File: config.mk
export PLATFORM = sky130hd
export DESIGN_NAME = gpioemu_host_seq
export DESIGN_NICKNAME = d
export VERILOG_FILES = /design/src/rtl/gpioemu_pkg.sv /design/src/rtl/gpioemu_bus_xfer.sv /design/src/rtl/gpioemu_host_seq.sv
export SDC_FILE = /design/constraint.sdc
export NUM_CORES = 1
export LEC_CHECK = 0
export BUFFER_PORTS_ARGS = -buffer_cell sky130_fd_sc_hd__buf_2
export CAP_MARGIN = 25
export CORE_UTILIZATION = 45
export DETAILED_ROUTE_END_ITERATION = 6
export PLACE_DENSITY = 0.68
export SLEW_MARGIN = 0
export SYNTH_ARGS = -nofsm -noshare
export SYNTH_HDL_FRONTEND = slang
export SYNTH_HIERARCHICAL = 1
export SYNTH_SLANG_ARGS = --single-unit
File: constraint.sdc
create_clock -name clk -period 8.1 [get_ports clk]
set_clock_uncertainty 0.15 [all_clocks]
set_input_delay 1.62 -clock clk [delete_from_list [all_inputs] [get_ports clk]]
set_output_delay 1.62 -clock clk [all_outputs]
set_load 0.01 [all_outputs]
File: src/rtl/gpioemu_pkg.sv
// Shared constants and type definitions for the gpioemu host-side sequencer.
package gpioemu_pkg;

  localparam logic [15:0] ADDR_A1   = 16'h0380;
  localparam logic [15:0] ADDR_A2   = 16'h0388;
  localparam logic [15:0] ADDR_W    = 16'h0390;
  localparam logic [15:0] ADDR_L    = 16'h0398;
  localparam logic [15:0] ADDR_CTRL = 16'h03A0;

  localparam logic [1:0] STATUS_DONE = 2'b11;

  typedef enum logic [3:0] {
    ST_IDLE,
    ST_WR_A1,
    ST_WR_A2,
    ST_WR_GO,
    ST_POLL,
    ST_POLL_WAIT,
    ST_RD_W,
    ST_RD_L,
    ST_OUT
  } seq_state_t;

  typedef enum logic {
    ACC_WR = 1'b0,
    ACC_RD = 1'b1
  } acc_t;

  typedef enum logic [1:0] {
    XF_IDLE,
    XF_SETUP,
    XF_STROBE,
    XF_HOLD
  } xfer_state_t;

endpackage

File: src/rtl/gpioemu_bus_xfer.sv
// Single register-bus access engine: SETUP, STROBE_CYCLES of strobe, HOLD.
// A request is taken only while idle; done flags the HOLD cycle.
module gpioemu_bus_xfer
  import gpioemu_pkg::*;
#(
  parameter int unsigned STROBE_CYCLES = 2
) (
  input  logic        clk,
  input  logic        n_reset,
  input  logic        i_req,
  input  logic        i_rnw,
  input  logic [15:0] i_addr,
  input  logic [31:0] i_wdata,
  input  logic [31:0] i_sdata_in,
  output logic        o_done,
  output logic [31:0] o_rdata,
  output logic [15:0] o_saddress,
  output logic        o_swr,
  output logic        o_srd,
  output logic [31:0] o_sdata_out
);

  xfer_state_t r_state;
  xfer_state_t w_next;
  acc_t        r_acc;
  logic [7:0]  r_cnt;
  logic [15:0] r_addr;
  logic [31:0] r_wdata;
  logic        r_swr;
  logic        r_srd;
  logic        w_last;

  assign w_last = (r_cnt == 8'(STROBE_CYCLES - 1));

  always_ff @(posedge clk or negedge n_reset) begin
    if (!n_reset) r_state <= XF_IDLE;
    else          r_state <= w_next;
  end

  always_comb begin
    w_next = r_state;
    case (r_state)
      XF_IDLE:   if (i_req) w_next = XF_SETUP;
      XF_SETUP:  w_next = XF_STROBE;
      XF_STROBE: if (w_last) w_next = XF_HOLD;
      XF_HOLD:   w_next = XF_IDLE;
      default:   w_next = XF_IDLE;
    endcase
  end

  // Strobes are registered from the next state so each access yields one clean pulse.
  always_ff @(posedge clk or negedge n_reset) begin
    if (!n_reset) begin
      r_acc   <= ACC_WR;
      r_cnt   <= '0;
      r_addr  <= '0;
      r_wdata <= '0;
      r_swr   <= 1'b0;
      r_srd   <= 1'b0;
    end else begin
      if (r_state == XF_IDLE && i_req) begin
        r_addr  <= i_addr;
        r_wdata <= i_wdata;
        r_acc   <= i_rnw ? ACC_RD : ACC_WR;
      end
      if (r_state == XF_STROBE) r_cnt <= r_cnt + 8'd1;
      else                      r_cnt <= '0;
      r_swr <= (w_next == XF_STROBE) && (r_acc == ACC_WR);
      r_srd <= (w_next == XF_STROBE) && (r_acc == ACC_RD);
    end
  end

  assign o_done      = (r_state == XF_HOLD);
  assign o_rdata     = i_sdata_in;
  assign o_saddress  = r_addr;
  assign o_sdata_out = r_wdata;
  assign o_swr       = r_swr;
  assign o_srd       = r_srd;

endmodule

File: src/rtl/gpioemu_host_seq.sv
// Host-side job sequencer: writes operands, kicks the peripheral, polls for
// completion, reads W and L back and offers the result on a valid/ready stream.
module gpioemu_host_seq
  import gpioemu_pkg::*;
#(
  parameter int unsigned STROBE_CYCLES = 2,
  parameter int unsigned POLL_GAP      = 4,
  parameter int unsigned POLL_MAX      = 64
) (
  input  logic        clk,
  input  logic        n_reset,
  input  logic        job_valid,
  output logic        job_ready,
  input  logic [23:0] job_a1,
  input  logic [23:0] job_a2,
  output logic        res_valid,
  input  logic        res_ready,
  output logic [31:0] res_w,
  output logic [5:0]  res_ones,
  output logic [1:0]  res_status,
  output logic        res_err,
  output logic [15:0] saddress,
  output logic        swr,
  output logic        srd,
  output logic [31:0] sdata_out,
  input  logic [31:0] sdata_in,
  output logic [15:0] job_cnt
);

  seq_state_t  r_state;
  seq_state_t  w_next;
  logic [23:0] r_a1;
  logic [23:0] r_a2;
  logic [15:0] r_poll_cnt;
  logic [15:0] r_gap_cnt;
  logic        r_job_ready;
  logic        r_res_valid;
  logic [31:0] r_res_w;
  logic [5:0]  r_res_ones;
  logic [1:0]  r_res_status;
  logic        r_res_err;
  logic [15:0] r_job_cnt;

  logic        w_req;
  logic        w_rnw;
  logic [15:0] w_addr;
  logic [31:0] w_wdata;
  logic        w_done;
  logic [31:0] w_rdata;
  logic        w_accept;
  logic        w_take;
  logic        w_poll_last;
  logic        w_gap_last;
  logic        w_stat_done;

  assign w_accept    = (r_state == ST_IDLE) && r_job_ready && job_valid;
  assign w_take      = (r_state == ST_OUT) && res_ready;
  assign w_poll_last = ((r_poll_cnt + 16'd1) == 16'(POLL_MAX));
  assign w_gap_last  = (r_gap_cnt == 16'(POLL_GAP - 1));
  assign w_stat_done = (w_rdata[1:0] == STATUS_DONE);

  gpioemu_bus_xfer #(
    .STROBE_CYCLES(STROBE_CYCLES)
  ) u_xfer (
    .clk        (clk),
    .n_reset    (n_reset),
    .i_req      (w_req),
    .i_rnw      (w_rnw),
    .i_addr     (w_addr),
    .i_wdata    (w_wdata),
    .i_sdata_in (sdata_in),
    .o_done     (w_done),
    .o_rdata    (w_rdata),
    .o_saddress (saddress),
    .o_swr      (swr),
    .o_srd      (srd),
    .o_sdata_out(sdata_out)
  );

  always_ff @(posedge clk or negedge n_reset) begin
    if (!n_reset) r_state <= ST_IDLE;
    else          r_state <= w_next;
  end

  // Request stays asserted for the whole access state; the engine ignores it once busy.
  always_comb begin
    w_next  = r_state;
    w_req   = 1'b0;
    w_rnw   = 1'b0;
    w_addr  = '0;
    w_wdata = '0;
    case (r_state)
      ST_IDLE: if (w_accept) w_next = ST_WR_A1;
      ST_WR_A1: begin
        w_req   = 1'b1;
        w_addr  = ADDR_A1;
        w_wdata = {8'h00, r_a1};
        if (w_done) w_next = ST_WR_A2;
      end
      ST_WR_A2: begin
        w_req   = 1'b1;
        w_addr  = ADDR_A2;
        w_wdata = {8'h00, r_a2};
        if (w_done) w_next = ST_WR_GO;
      end
      ST_WR_GO: begin
        w_req  = 1'b1;
        w_addr = ADDR_CTRL;
        if (w_done) w_next = ST_POLL;
      end
      ST_POLL: begin
        w_req  = 1'b1;
        w_rnw  = 1'b1;
        w_addr = ADDR_CTRL;
        if (w_done) begin
          if (w_stat_done)        w_next = ST_RD_W;
          else if (w_poll_last)   w_next = ST_OUT;
          else if (POLL_GAP == 0) w_next = ST_POLL;
          else                    w_next = ST_POLL_WAIT;
        end
      end
      ST_POLL_WAIT: if (w_gap_last) w_next = ST_POLL;
      ST_RD_W: begin
        w_req  = 1'b1;
        w_rnw  = 1'b1;
        w_addr = ADDR_W;
        if (w_done) w_next = ST_RD_L;
      end
      ST_RD_L: begin
        w_req  = 1'b1;
        w_rnw  = 1'b1;
        w_addr = ADDR_L;
        if (w_done) w_next = ST_OUT;
      end
      ST_OUT:  if (res_ready) w_next = ST_IDLE;
      default: w_next = ST_IDLE;
    endcase
  end

  always_ff @(posedge clk or negedge n_reset) begin
    if (!n_reset) begin
      r_a1         <= '0;
      r_a2         <= '0;
      r_poll_cnt   <= '0;
      r_gap_cnt    <= '0;
      r_job_ready  <= 1'b0;
      r_res_valid  <= 1'b0;
      r_res_w      <= '0;
      r_res_ones   <= '0;
      r_res_status <= '0;
      r_res_err    <= 1'b0;
      r_job_cnt    <= '0;
    end else begin
      r_job_ready <= (w_next == ST_IDLE);
      r_res_valid <= (w_next == ST_OUT);
      if (w_accept) begin
        r_a1       <= job_a1;
        r_a2       <= job_a2;
        r_poll_cnt <= '0;
        r_res_err  <= 1'b0;
      end
      if (r_state == ST_POLL && w_done) begin
        r_res_status <= w_rdata[1:0];
        if (!w_stat_done) begin
          r_poll_cnt <= r_poll_cnt + 16'd1;
          if (w_poll_last) begin
            r_res_err  <= 1'b1;
            r_res_w    <= '0;
            r_res_ones <= '0;
          end
        end
      end
      if (r_state == ST_POLL_WAIT) r_gap_cnt <= r_gap_cnt + 16'd1;
      else                         r_gap_cnt <= '0;
      if (r_state == ST_RD_W && w_done) r_res_w <= w_rdata;
      if (r_state == ST_RD_L && w_done) r_res_ones <= w_rdata[5:0];
      if (w_take) r_job_cnt <= r_job_cnt + 16'd1;
    end
  end

  assign job_ready  = r_job_ready;
  assign res_valid  = r_res_valid;
  assign res_w      = r_res_w;
  assign res_ones   = r_res_ones;
  assign res_status = r_res_status;
  assign res_err    = r_res_err;
  assign job_cnt    = r_job_cnt;

endmodule

== Yosys cells after proc, flatten, opt, wreduce, memory -nomap -nowiden ==
Index checks and enable logic that the tools add are counted.

* Add/subtract/negate cells: 4
* Equality and inequality tests: 19
* Multiplexer cells: 37
* Bitwise gates (word level): 1
* Reductions and logical operators: 21

{| class="wikitable"
|+ Operator list
! kind !! number
|-
| $mux 32 || 4
|-
| $mux 16 || 4
|-
| $pmux 10 s5 || 1
|-
| $add 16x1->16 const B || 3
|-
| $pmux 24 s2 || 1
|-
| $mux 4 || 11
|-
| $pmux 4 s9 || 1
|-
| $mux 6 || 4
|-
| $eq 16x2->1 const B || 1
|-
| $eq 16x7->1 const B || 1
|-
| $eq 4x3->1 const B || 4
|-
| $logic_and 1x1->1 || 9
|-
| $add 8x1->8 const B || 1
|-
| $eq 2x2->1 const B || 4
|-
| $eq 4x2->1 const B || 2
|-
| $eq 4x4->1 const B || 2
|-
| $eq 8x1->1 const B || 1
|-
| $logic_not 4->1 || 2
|-
| $mux 8 || 1
|-
| $pmux 2 s4 || 1
|-
| $reduce_bool 2->1 || 4
|-
| $mux 1 || 7
|-
| $reduce_and 3->1 || 2
|-
| $reduce_or 6->1 || 1
|-
| other kinds (8) || 10
|}

* Bits in registers: 204
* Bits of input ports: 84
* Output and inout bits: 109
* Word-level logic and storage cells: 101

== Depth between registers and ports, before layout ==
Gate-level depths: netlist of the first run.

* Depth after elaboration: 7
* Gate-level depth with buffers: 10
* Depth with buffers taken out: 8

== Cells and area by module ==
The synthesis of the first run kept the hierarchy.

{| class="wikitable"
|+ By module, submodules not included
! module !! instances !! cells each !! area an instance (um2) !! sequential area each (um2)
|-
| gpioemu_host_seq || 1 || 642 || 6603.8 || 3578.4
|-
| gpioemu_bus_xfer || 1 || 194 || 2706.3 || 1526.5
|}

== Worst setup path after synthesis of the first run ==
Ideal clock, no wire load.

* Kind: input to register
* Start: input sdata_in[1]
* End: register r_job_ready, in the netlist job_ready
* Library setup time: 129 ps
* Arrival time: 2842 ps
* Data required time: 7821 ps
* Slack: 4979 ps
* Cell stages on the path: 6
* Path buffers: 1
* Cells stage by stage: buf_4 > nand2_1 > nand4_1 > or4_4 > a32oi_2 > nor4_1

* Cells in the longest elaborated chain, start to end: 5

{| class="wikitable"
|+ Ends and longest elaborated chain
! item !! RTL line !! source
|-
| from (decl) || gpioemu_host_seq.sv:26 || <nowiki>input logic [31:0] sdata_in,</nowiki>
|-
| $eq 2x2->1 || gpioemu_host_seq.sv:60 || <nowiki>assign w_stat_done = (w_rdata[1:0] == STATUS_DONE);</nowiki>
|-
| $mux 4 || gpioemu_host_seq.sv:116 || <nowiki>if (w_stat_done) w_next = ST_RD_W;</nowiki>
|-
| $mux 4 || gpioemu_host_seq.sv:115 || <nowiki>if (w_done) begin</nowiki>
|-
| $pmux 4 s9 || gpioemu_host_seq.sv:92 || <nowiki>case (r_state)</nowiki>
|-
| net w_next[3] || gpioemu_host_seq.sv:31 || <nowiki>seq_state_t w_next;</nowiki>
|-
| $logic_not 4->1 || gpioemu_host_seq.sv:154 || <nowiki>r_job_ready <= (w_next == ST_IDLE);</nowiki>
|-
| to (signal assigned) || gpioemu_host_seq.sv:154 ||
|-
| to (decl) || gpioemu_host_seq.sv:36 || <nowiki>logic r_job_ready;</nowiki>
|}

The timed path passes the listed nets, and every way through them passes these cells.
A chain may end at the register's enable or synchronous reset.

== Worst setup path in the final report of the first run ==
* Start: input sdata_in[1]
* End: register r_res_ones[5], in the netlist res_ones[5]

* Cells in the longest elaborated chain, start to end: 3

{| class="wikitable"
|+ Ends and longest elaborated chain
! item !! RTL line !! source
|-
| $eq 2x2->1 || gpioemu_host_seq.sv:60 ||
|-
| $ne 2x1->1 (no source line) || n/a ||
|-
| $reduce_and 3->1 (no source line) || n/a ||
|-
| to (signal assigned) || gpioemu_host_seq.sv:176 || <nowiki>if (r_state == ST_RD_L && w_done) r_res_ones <= w_rdata[5:0];</nowiki>
|-
| to (decl) || gpioemu_host_seq.sv:39 || <nowiki>logic [5:0] r_res_ones;</nowiki>
|}

Every way passes these cells.

==> results of run 1 <==
==> critical path, cell delays in order <==
cell     delay (ns)
buf_2          0.13
nand2_1        0.13
nand4_1        0.73
nor3_1         0.37
and4_1         0.71
buf_8          0.24
o21ai_0        0.11
==> metrics by stage <==
stage | worst slack (ns) | util, %
2_1_floorplan | 4.98 | -
3_5_place_dp | 3.79 | 51.2
5_1_grt | 4.05 | 55.1
4_1_cts | 4.34 | 54.8
3_3_place_gp | 3.61 | 50.9
6_report | 4.28 | 55.1
==> how the worst min path moves through the flow <==
stage	to	slack, ns	start
2_1_floorplan	u_xfer/o_swr	0.27	u_xfer/r_acc
3_3_place_gp	r_gap_cnt[0]	0.30	r_gap_cnt[0]
3_5_place_dp	r_gap_cnt[0]	0.31	r_gap_cnt[0]
4_1_cts	r_gap_cnt[0]	0.31	r_gap_cnt[0]
5_1_grt	r_gap_cnt[0]	0.34	r_gap_cnt[0]
6_report	r_gap_cnt[0]	0.31	r_gap_cnt[0]
==> per-layer routing <==
metal	GRT usage, %	up-vias	part of all wire [%]
met2	30.1	195	46
met5	0	-	0
li1	-	3192	-
met1	25.9	3269	44
met4	5.37	0	2.7
met3	5.49	36	7.1
==> flip-flops by register name, indices dropped and copies added (netlist names), 2 cells and up <==
signal              flops
r_a2                   24
u_xfer/o_saddress      16
u_xfer/r_state          2
u_xfer/r_cnt            8
res_w                  32
r_gap_cnt              16
res_status              2
r_state                 4
res_ones                6
r_a1                   24
u_xfer/o_sdata_out     32
r_poll_cnt             16
job_cnt                16
==> logic make-up (layout without fill, tap and decap cells) <==
| group | count (synthesis) | in the layout |
|---|---|---|
| mux | 104 | 104 |
| compound gates | 123 | 123 |
| flops | 204 | 204 |
| xor+xnor | 37 | 37 |
| buf+inv | 83 | 251 |
| fa+ha+maj | 10 | 10 |
| other cells | 1 | 19 |
| simple gates | 274 | 274 |
==> cells in the final DEF (no fill, tap or decap), types with 2 or more instances in the layout <==
master / Yosys / final
nor4b_1: 5 / 4
buf_2: 8 / 191
nor2b_1: 4 / 4
o21ai_0: 67 / 67
xor2_1: 18 / 18
ha_1: 10 / 10
mux2_2: 92 / 92
and2_1: 6 / 6
nor3_1: 9 / 9
clkbuf_8: 0 / 8
a31oi_1: 4 / 4
o21ai_1: 2 / 2
nand3_1: 24 / 24
mux2i_1: 2 / 2
dfrtp_1: 204 / 204
clkbuf_1: 28 / 7
a22o_1: 24 / 24
nand4b_1: 2 / 2
o22ai_1: 2 / 2
or3_1: 7 / 7
a21boi_1: 2 / 2
nand4_1: 9 / 9
nor4_1: 6 / 6
inv_1: 9 / 9
and3_1: 10 / 10
and4_1: 2 / 2
nand2b_1: 5 / 5
o2bb2ai_1: 2 / 2
mux2_4: 10 / 10
nor2_1: 50 / 50
a21oi_1: 9 / 9
buf_4: 34 / 6
clkbuf_16: 0 / 23
nand2_1: 124 / 123
conb_1: 1 / 18
buf_16: 0 / 3
xnor2_1: 19 / 19
==> power breakdown <==
part | switching, mW | internal, mW
sequential | 0.214 | 1.37
combinational | 0.609 | 0.608
clock | 0.395 | 0.618
==> final cells by class <==
cell class	count	area, sq um	share of cell area (%)
inverter	9	33.8	0.303
tap	270	338	3.03
clock inverter	3	43.8	0.393
sequential	204	5100	45.8
antenna	1	2.50	0.0224
multi-input combinational	566	3820	34.2
clock buffer	37	698	6.26
timing repair buffer	202	1110	9.98
==> metrics, run 1 <==
outcome completed; count leader, synth dfrtp_1; CORE AREA 0.0202 sq mm; Tightest Pin Transition 0.905 ns; largest area contributor in the netlist dfrtp_1; Hold Buf Count CTS 0; Die H 146 microns; critical path launch point sdata_in[1]; worst min path class reg2reg; number of distinct library cells after synthesis 57; R2R depth 6; vias per cell 5.18; Worst setup EP type flop; DPL Wire Length 13.6 mm; post-CTS setup repair buffer count 0; Max Clk Rate 262 MHz; largest net degree at the start of global routing 128; drt drc 0; die area 0.0213 sq mm; Synth Area in Simple Gates 14.1%; R2R Setup Slk 4.56 ns; io pins 193; Netlist Area Pre-Place 0.00931 sq mm; total length of routed wires 20.3 mm; number of synthesized flops with an enable pin 0; RR Startpoint r_state[3]; largest family of logic cells by synthesized area simple AND/OR/NAND/NOR gates; mean post-synth cell area 11.1 sq um; H-tree depth 1; Tot Pwr 3.82 mW; Die X 146 microns; post-synthesis mux area share 13.0%; fin. max-slew vios 0; R2R Path End res_ones[5]; Placed Cells 1249; Synth async-reset ratio 100%; RSZ-0062 raised after global routing no; clk buf depth 3; first-iteration detailed-routing DRC count 330; CTS Buf Count 23; total number of vias 6692; worst rel slew slack 39.5%; Req. time, crit path 8.31 ns; first-pass GRT wire length 33.5 mm; Sink Count 204; adder-cell area share of the yosys netlist 1.34%; Worst Setup EP res_ones[5]; Worst Hold Depth 1; leakage 5.39 nW; CTS tree built; XOR/XNOR Fraction of Synth Area 3.48%; Initial Utilization 46.0%; power per cell area 342 mW/mm^2; Yosys reg bits 204; total global routing overflow 0; Hold Fails Final Rpt 0; arrival time at the worst endpoint 4.04 ns; crit path launch type primary input; area grow syn2layout 19.8%; Pre-Repair DR Iteration Count 4; DR WL/cell 15.7 microns; most instantiated cells after synthesis 204 x dfrtp_1, 124 x nand2_1, 92 x mux2_2, 67 x o21ai_0, 50 x nor2_1; kind of critical path in2reg; cts repair resizes 0; share of cells above drive strength 1 33.9%; # rows 52; final worst path period share 47.2%; Yosys warning count 6; Final GP Congestion 0.797; # setup viols final 0; Crit Path Max Fanout 22; Placement Cell Area 0.0103 sq mm; complex-gate fraction of the synthesized area 8.25%; Main synth FF type dfrtp_1; Tmin final 3.82 ns; setup TNS 0 ns; port buffer count 192; vias in the first global route 6628; Finished Cell Area 0.0111 sq mm; GRT Overall Usage 19.2%; clk_lat worst skew 0.50 ns; ANT nets after route 0; clock root cell clkbuf_16; fin cells 1292; post-synthesis sequential area ratio 54.8%; share of the synthesized area in the top cell type 54.8%; final net count 1100; # Max-Cap Violations 0; VDD IR max 0.196 mV; final hold slack 0.310 ns; ranking of synthesized cells by area dfrtp_1 55%, mux2_2 11%, nand2_1 5.0%; Reg clk slew, reported paths 0.05 ns; Post-Synthesis Cells 836; fillers 1714; initial antenna violation count 1
(Power assumes the default switching activity.)
==> inputs of run 2 (changes only) <==
--- a/config.mk
+++ b/config.mk
@@ -5,11 +5,12 @@
 export SDC_FILE = /design/constraint.sdc
 export NUM_CORES = 1
 export LEC_CHECK = 0
+export ABC_AREA = 1
 export BUFFER_PORTS_ARGS = -buffer_cell sky130_fd_sc_hd__buf_2
 export CAP_MARGIN = 25
 export CORE_UTILIZATION = 45
 export DETAILED_ROUTE_END_ITERATION = 6
-export PLACE_DENSITY = 0.68
+export PLACE_DENSITY = 0.7
 export SLEW_MARGIN = 0
 export SYNTH_ARGS = -nofsm -noshare
 export SYNTH_HDL_FRONTEND = slang
==> constraint.sdc (replaced) <==
create_clock -name clk -period 3.25 [get_ports clk]
set_clock_uncertainty 0.15 [all_clocks]
set_input_delay 0.65 -clock clk [delete_from_list [all_inputs] [get_ports clk]]
set_output_delay 0.65 -clock clk [all_outputs]
set_load 0.01 [all_outputs]
==> run 2 against run 1 <==
  * Clock power grew 140%
  * Via count grew 1.6%
  * Sequential power grew 150%
  * Critical path depth grew 4
  * Synthesized cell count grew 6.2%
  * Combinational power grew 140%
  * Largest cell class unchanged
  * Highest routed layer is now met5
==> metrics, run 2 <==
outcome completed; VDD IR max 0.500 mV (+150%); total length of routed wires 19.8 mm (-2.5%); io pins 193 (unchanged); Max Clk Rate 377 MHz; worst rel slew slack 57.2% (+18 points); arrival time at the worst endpoint 2.87 ns (-1.17 ns); Yosys reg bits 204 (unchanged); share of the synthesized area in the top cell type 55.0% (+0.19 points); vias in the first global route 6733 (+1.6%); Main synth FF type dfrtp_1; Util after Layout 54.9% (-0.20 points); # Max-Cap Violations 0 (unchanged); # setup viols final 0 (unchanged); DR WL/cell 14.6 microns (-7.3%); clk buf depth 3 (unchanged); commonest non-fill, non-tap cells in the layout 204 x dfrtp_1, 191 x buf_2, 137 x nand2_1; ranking of synthesized cells by area dfrtp_1 55%, mux2_2 11%, nand2_1 5.5%; GRT Overall Usage 19.0% (-0.14 points); RSZ-0062 raised after global routing no; final net count 1165 (+5.9%); final worst path period share 81.7%; crit path launch type flop; most common cell after layout, fill and taps aside dfrtp_1; Initial Utilization 45.9% (-0.16 points); power per cell area 841 mW/mm^2 (+150%); worst min path class in2async; Setup WS post-layout 0.596 ns (-3.68 ns); number of synthesized flops with an enable pin 0 (unchanged); CTS Buf Count 22 (-4.3%); Die X 146 microns (-0.17%); Req. time, crit path 3.47 ns (-4.84 ns); Tmin final 2.65 ns; Die H 146 microns (-0.17%); Sink Count 204 (unchanged); H-tree depth 1 (unchanged); die area 0.0212 sq mm (-0.34%); Yosys warning count 6 (unchanged); Final GP Congestion 0.824 (+3.3%); setup TNS 0 ns (unchanged); post-synthesis sequential area ratio 55.0% (+0.19 points); Post-Synthesis Cells 888 (+6.2%); Reg clk slew, reported paths 0.06 ns (about the same); Hold Fails Final Rpt 0 (unchanged); vias per cell 5.01 (-3.4%); Hold Buf Count CTS 0 (unchanged); Pre-Repair DR Iteration Count 6 (+2); count leader, synth dfrtp_1; first-iteration detailed-routing DRC count 331 (+0.30%); post-CTS setup repair buffer count 0 (unchanged); total global routing overflow 0 (unchanged); CTS tree built; final hold slack 0.0448 ns (-0.266 ns); Tot Pwr 9.35 mW (+140%); largest net degree at the start of global routing 80 (-38%); initial antenna violation count 4 (+3); # rows 52 (unchanged); first-pass GRT wire length 33.2 mm (-0.76%); share of cells above drive strength 1 33.7% (-0.19 points); pre-CTS setup slack 0.585 ns (-3.20 ns); leakage 5.61 nW (+4.2%); mean post-synth cell area 10.4 sq um (-6.2%); clk_lat worst skew 0.50 ns (about the same); CORE AREA 0.0202 sq mm (unchanged); Tightest Pin Transition 0.642 ns (-0.263 ns); largest area contributor in the netlist dfrtp_1; Crit Path Max Fanout 27 (+23%); total number of vias 6798 (+1.6%); cts repair resizes 0 (unchanged); Netlist Area Pre-Place 0.00928 sq mm (-0.35%); fin. max-slew vios 0 (unchanged); Worst setup EP type flop; kind of critical path reg2reg; area grow syn2layout 19.7% (about the same); number of distinct library cells after synthesis 35 (-39%); drt drc 0 (unchanged); port buffer count 192 (unchanged); DPL Wire Length 13.9 mm (+2.1%); most instantiated cells after synthesis 204 x dfrtp_1, 137 x nand2_1, 93 x mux2_2, 78 x nand3_1, 67 x inv_1; clock root cell clkbuf_16; Synth async-reset ratio 100% (unchanged); ANT nets after route 0 (unchanged)
-- run 2: changes by cell type after synthesis, moves of 7 or more --
cell,delta
inv_1,+58
nand3_1,+54
o21ai_0,-22
nor2_1,+14
nand2_1,+13
xnor2_1,-13
nand3_2,+11
mux2_4,-10
and3_1,-9
clkbuf_1,-9
a21oi_1,+7
or3_1,-7
-- run 2: path summary, 6_finish.rpt --
path	cells past startpoint	slack [ns]	start	to
min in group clk	3	0.23	sdata_in[6]	res_w[6]
max	11	0.60	r_poll_cnt[0]	res_w[5]
min reg2reg	1	0.28	u_xfer/r_acc	u_xfer/o_swr
max in group asynchronous	2	2.17	n_reset	r_a2[6]
min	1	0.04	n_reset	r_a2[1]
max reg2reg	11	0.60	r_poll_cnt[0]	res_w[5]
-- run 2: cell type report --
type	instances	area (sq um)
fillers	1744	9130
flip-flops and latches	204	5100
multi-input cells	568	3560
repair buffers	205	1120
clock buffers	29	638
well taps	270	338
inverters	70	263
clock inverters	10	78.8
diodes	2	5.00
-- run 2: cells by family after synthesis --
| family | share of synthesized area, % |
|---|---|
| AND/OR/NAND/NOR | 16.5 |
| flip-flops | 55.0 |
| buffers and inverters | 7.31 |
| multiplexers | 11.8 |
| AO/OA/AOI/OAI | 6.30 |
| XOR/XNOR | 1.70 |
| adder cells (fa/ha/maj) | 1.35 |
| other | 0.0404 |
-- run 2: power by group --
group	internal [mW]	total [mW]	switching (mW)
clock	1.46	2.43	0.974
sequential	3.43	3.95	0.520
combinational	1.42	2.97	1.55
-- run 2: worst max-delay path, cell delays in order (launching register included) --
cell	delay, ns
dfrtp_1	0.46
ha_1	0.26
nand3_2	0.13
nor2_4	0.18
nand3_1	0.11
xor2_1	0.19
nand2_1	0.12
nor2_4	0.13
nand3_4	0.31
buf_4	0.33
nand3_1	0.07
o21ai_0	0.08
-- run 2: metrics by stage --
| step | cells | area [sq um] |
|---|---|---|
| global placement | 1317 | 10400 |
| finish | 1358 | 11100 |
| CTS | 1356 | 11100 |
| floorplan | 905 | 9340 |
| global route | 1358 | 11100 |
| detailed placement | 1317 | 10400 |
-- run 2: routing by layer --
layer / global-route usage [%] / up-vias / wire (microns)
met3: 4.42 / 41 / 1150
met5: 0 / - / 27
li1: - / 3291 / -
met2: 31.1 / 189 / 9200
met1: 25.4 / 3273 / 8980
met4: 5.68 / 4 / 471
==> inputs of run 3 (changes only) <==
--- a/config.mk
+++ b/config.mk
@@ -10,7 +10,7 @@
 export CAP_MARGIN = 25
 export CORE_UTILIZATION = 45
 export DETAILED_ROUTE_END_ITERATION = 6
-export PLACE_DENSITY = 0.7
+export PLACE_DENSITY = 0.68
 export SLEW_MARGIN = 0
 export SYNTH_ARGS = -nofsm -noshare
 export SYNTH_HDL_FRONTEND = slang
==> constraint.sdc (replaced) <==
create_clock -name clk -period 2.6 [get_ports clk]
set_clock_uncertainty 0.15 [all_clocks]
set_input_delay 0.52 -clock clk [delete_from_list [all_inputs] [get_ports clk]]
set_output_delay 0.52 -clock clk [all_outputs]
set_load 0.01 [all_outputs]
==> run 3 against run 2 <==
  * Worst hold slack better by 0.041 ns
  * Combinational power is 27% higher
  * Non-clock buffer count is 7 higher
  * Die area stayed put
  * Core utilization is 0.56 points higher
  * First-iteration DRC count is 21% lower
  * Largest cell class unchanged
==> metrics, run 3 (synthesis gave the netlist of run 2 again) <==
Max Clk Rate 424 MHz (+13%); Setup WS post-layout 0.242 ns (-0.354 ns); worst min path class in2reg; Die X 146 microns (unchanged); internal power 7.98 mW (+27%); Initial Utilization 45.9% (unchanged); Req. time, crit path 2.88 ns (-0.59 ns); CORE AREA 0.0202 sq mm (unchanged); Util after Layout 55.5% (+0.56 points); final worst path period share 90.7% (+9.0 points); Tightest Pin Transition 0.599 ns (-0.0433 ns); vias in the first global route 6720 (-0.19%); H-tree depth 1 (unchanged); final hold slack 0.0861 ns (+0.0413 ns); io pins 193 (unchanged); met3 usage 4.67% (+0.25 points); # rows 52 (unchanged); Tot Pwr 11.8 mW (+27%); DR WL/cell 14.7 microns (+0.99%); fin. max-slew vios 0 (unchanged); CTS Buf Count 22 (unchanged); arrival time at the worst endpoint 2.64 ns (-0.23 ns); initial antenna violation count 1 (-3); busiest grt layer met2; Sink Count 204 (unchanged); clock power share 26.6% (+0.6 points); Crit Path Max Fanout 40 (+48%); total number of vias 6800 (+0.029%); drt drc 0 (unchanged); leakage 5.67 nW (+1.1%); clk_lat worst skew 0.51 ns (about the same); Worst setup EP type flop; setup TNS 0 ns (unchanged); RSZ-0062 raised after global routing no; pre-CTS setup slack 0.187 ns (-0.398 ns); first-pass GRT wire length 33.7 mm (+1.2%); commonest non-fill, non-tap cells in the layout 203 x dfrtp_1, 191 x buf_2, 137 x nand2_1; VDD IR max 0.584 mV (+17%); largest net degree at the start of global routing 69 (-14%); Reg clk slew, reported paths 0.06 ns (about the same); ANT nets after route 0 (unchanged); Placement Cell Area 0.0105 sq mm (+0.75%); total global routing overflow 0 (unchanged); DPL Wire Length 14.3 mm (+2.6%); kind of critical path reg2reg; Reg power frac 41.6% (-0.6 points); Pre-Repair DR Iteration Count 5 (-1); port buffer count 192 (unchanged); clock root cell clkbuf_16; Final GP Congestion 0.836 (+1.5%); worst rel slew slack 59.6% (+2.5 points); area grow syn2layout 21.0%; # setup viols final 0 (unchanged); Hold Fails Final Rpt 0 (unchanged); # Max-Cap Violations 0 (unchanged); total length of routed wires 20.1 mm (+1.5%); final net count 1172 (+0.60%); share of cells above drive strength 1 34.3% (+0.58 points); Gate power share 31.8% (about the same); clk buf depth 3 (unchanged); Placed Cells 1323 (+0.46%); CTS tree built; Die H 146 microns (unchanged); GRT met2 Usage 30.9% (-0.12 points); die area 0.0212 sq mm (unchanged); vias per cell 4.98 (-0.48%); first-iteration detailed-routing DRC count 261 (-21%); P_sw 3.84 mW (+26%); outcome completed; Sw Share 32.5% (-0.064 points); GRT met1 Usage 26.1% (+0.77 points); GRT Overall Usage 19.4% (+0.36 points); most common cell after layout, fill and taps aside dfrtp_1; crit path launch type flop; Tmin final 2.36 ns (-0.296 ns); Finished Cell Area 0.0112 sq mm (+1.0%); power per cell area 1050 mW/mm^2 (+25%); fin cells 1365 (+0.52%); fillers 1717 (-1.5%)
-- run 3: changes by cell type in the layout (fill, tap and decap cells not counted), sizes merged --
cell,before,now
clkbuf,30,29
diode,2,1
buf,204,210
bufinv,1,2
dlygate4sd3,0,1
clkinv,9,10
-- run 3: area by class of cell --
| type | count | area [sq um] | share of cell area (%) |
|---|---|---|---|
| inverter | 70 | 263 | 2.34 |
| sequential | 204 | 5110 | 45.5 |
| antenna | 1 | 2.50 | 0.0223 |
| clock buffer | 28 | 623 | 5.55 |
| tap | 270 | 338 | 3.01 |
| multi-input combinational | 568 | 3560 | 31.8 |
| clock inverter | 12 | 121 | 1.08 |
| timing repair buffer | 212 | 1200 | 10.7 |
-- run 3: final timing paths --
kind                       cells after the start                    end     startpoint  slack (ns)
setup / recovery                              14              job_ready  r_poll_cnt[1]        0.24
min in group asynchronous                      2  u_xfer/o_saddress[13]        n_reset        0.43
hold / removal                                 2                r_a1[1]      job_a1[1]        0.09
setup reg to reg                              14              job_ready  r_poll_cnt[1]        0.24
hold reg to reg                                1           u_xfer/o_swr   u_xfer/r_acc        0.28
max in group asynchronous                      3          r_gap_cnt[11]        n_reset        1.17
-- run 3: what timing repair did --
action	in CTS	in global routing
hold buffers	1	0
gates resized for setup	0	1
buffers inserted	0	0
endpoints found under the setup margin	0	1
endpoints found under the hold margin	63	0
-- run 3: power groups by stage --
stage,Sequential (mW),Clock (mW),Combinational (mW)
after floorplan,5.14,0,2.27
after global placement,4.91,0,3.66
after detailed placement,4.95,0,3.79
after CTS,4.92,3.24,3.79
after global routing,5.06,3.37,4.14
final,4.92,3.15,3.76
-- run 3: metal layers --
metal	vias up	wire (microns)
met3	34	1270
met5	-	0
li1	3310	-
met2	198	9370
met4	0	494
met1	3258	9000
-- run 3: worst max-delay path, cell delays in order (launching register included) --
cell and delay, ns:
dfrtp_1 0.41, ha_1 0.25, nand3_2 0.13, nor2_4 0.17, nand2_2 0.08, o21ai_0 0.17, nand2_1 0.10, nand2_1 0.12
nor2_4 0.05, nand3_4 0.08, buf_12 0.21, nand3_1 0.09, nand2_1 0.11, inv_1 0.06, nor2_1 0.10
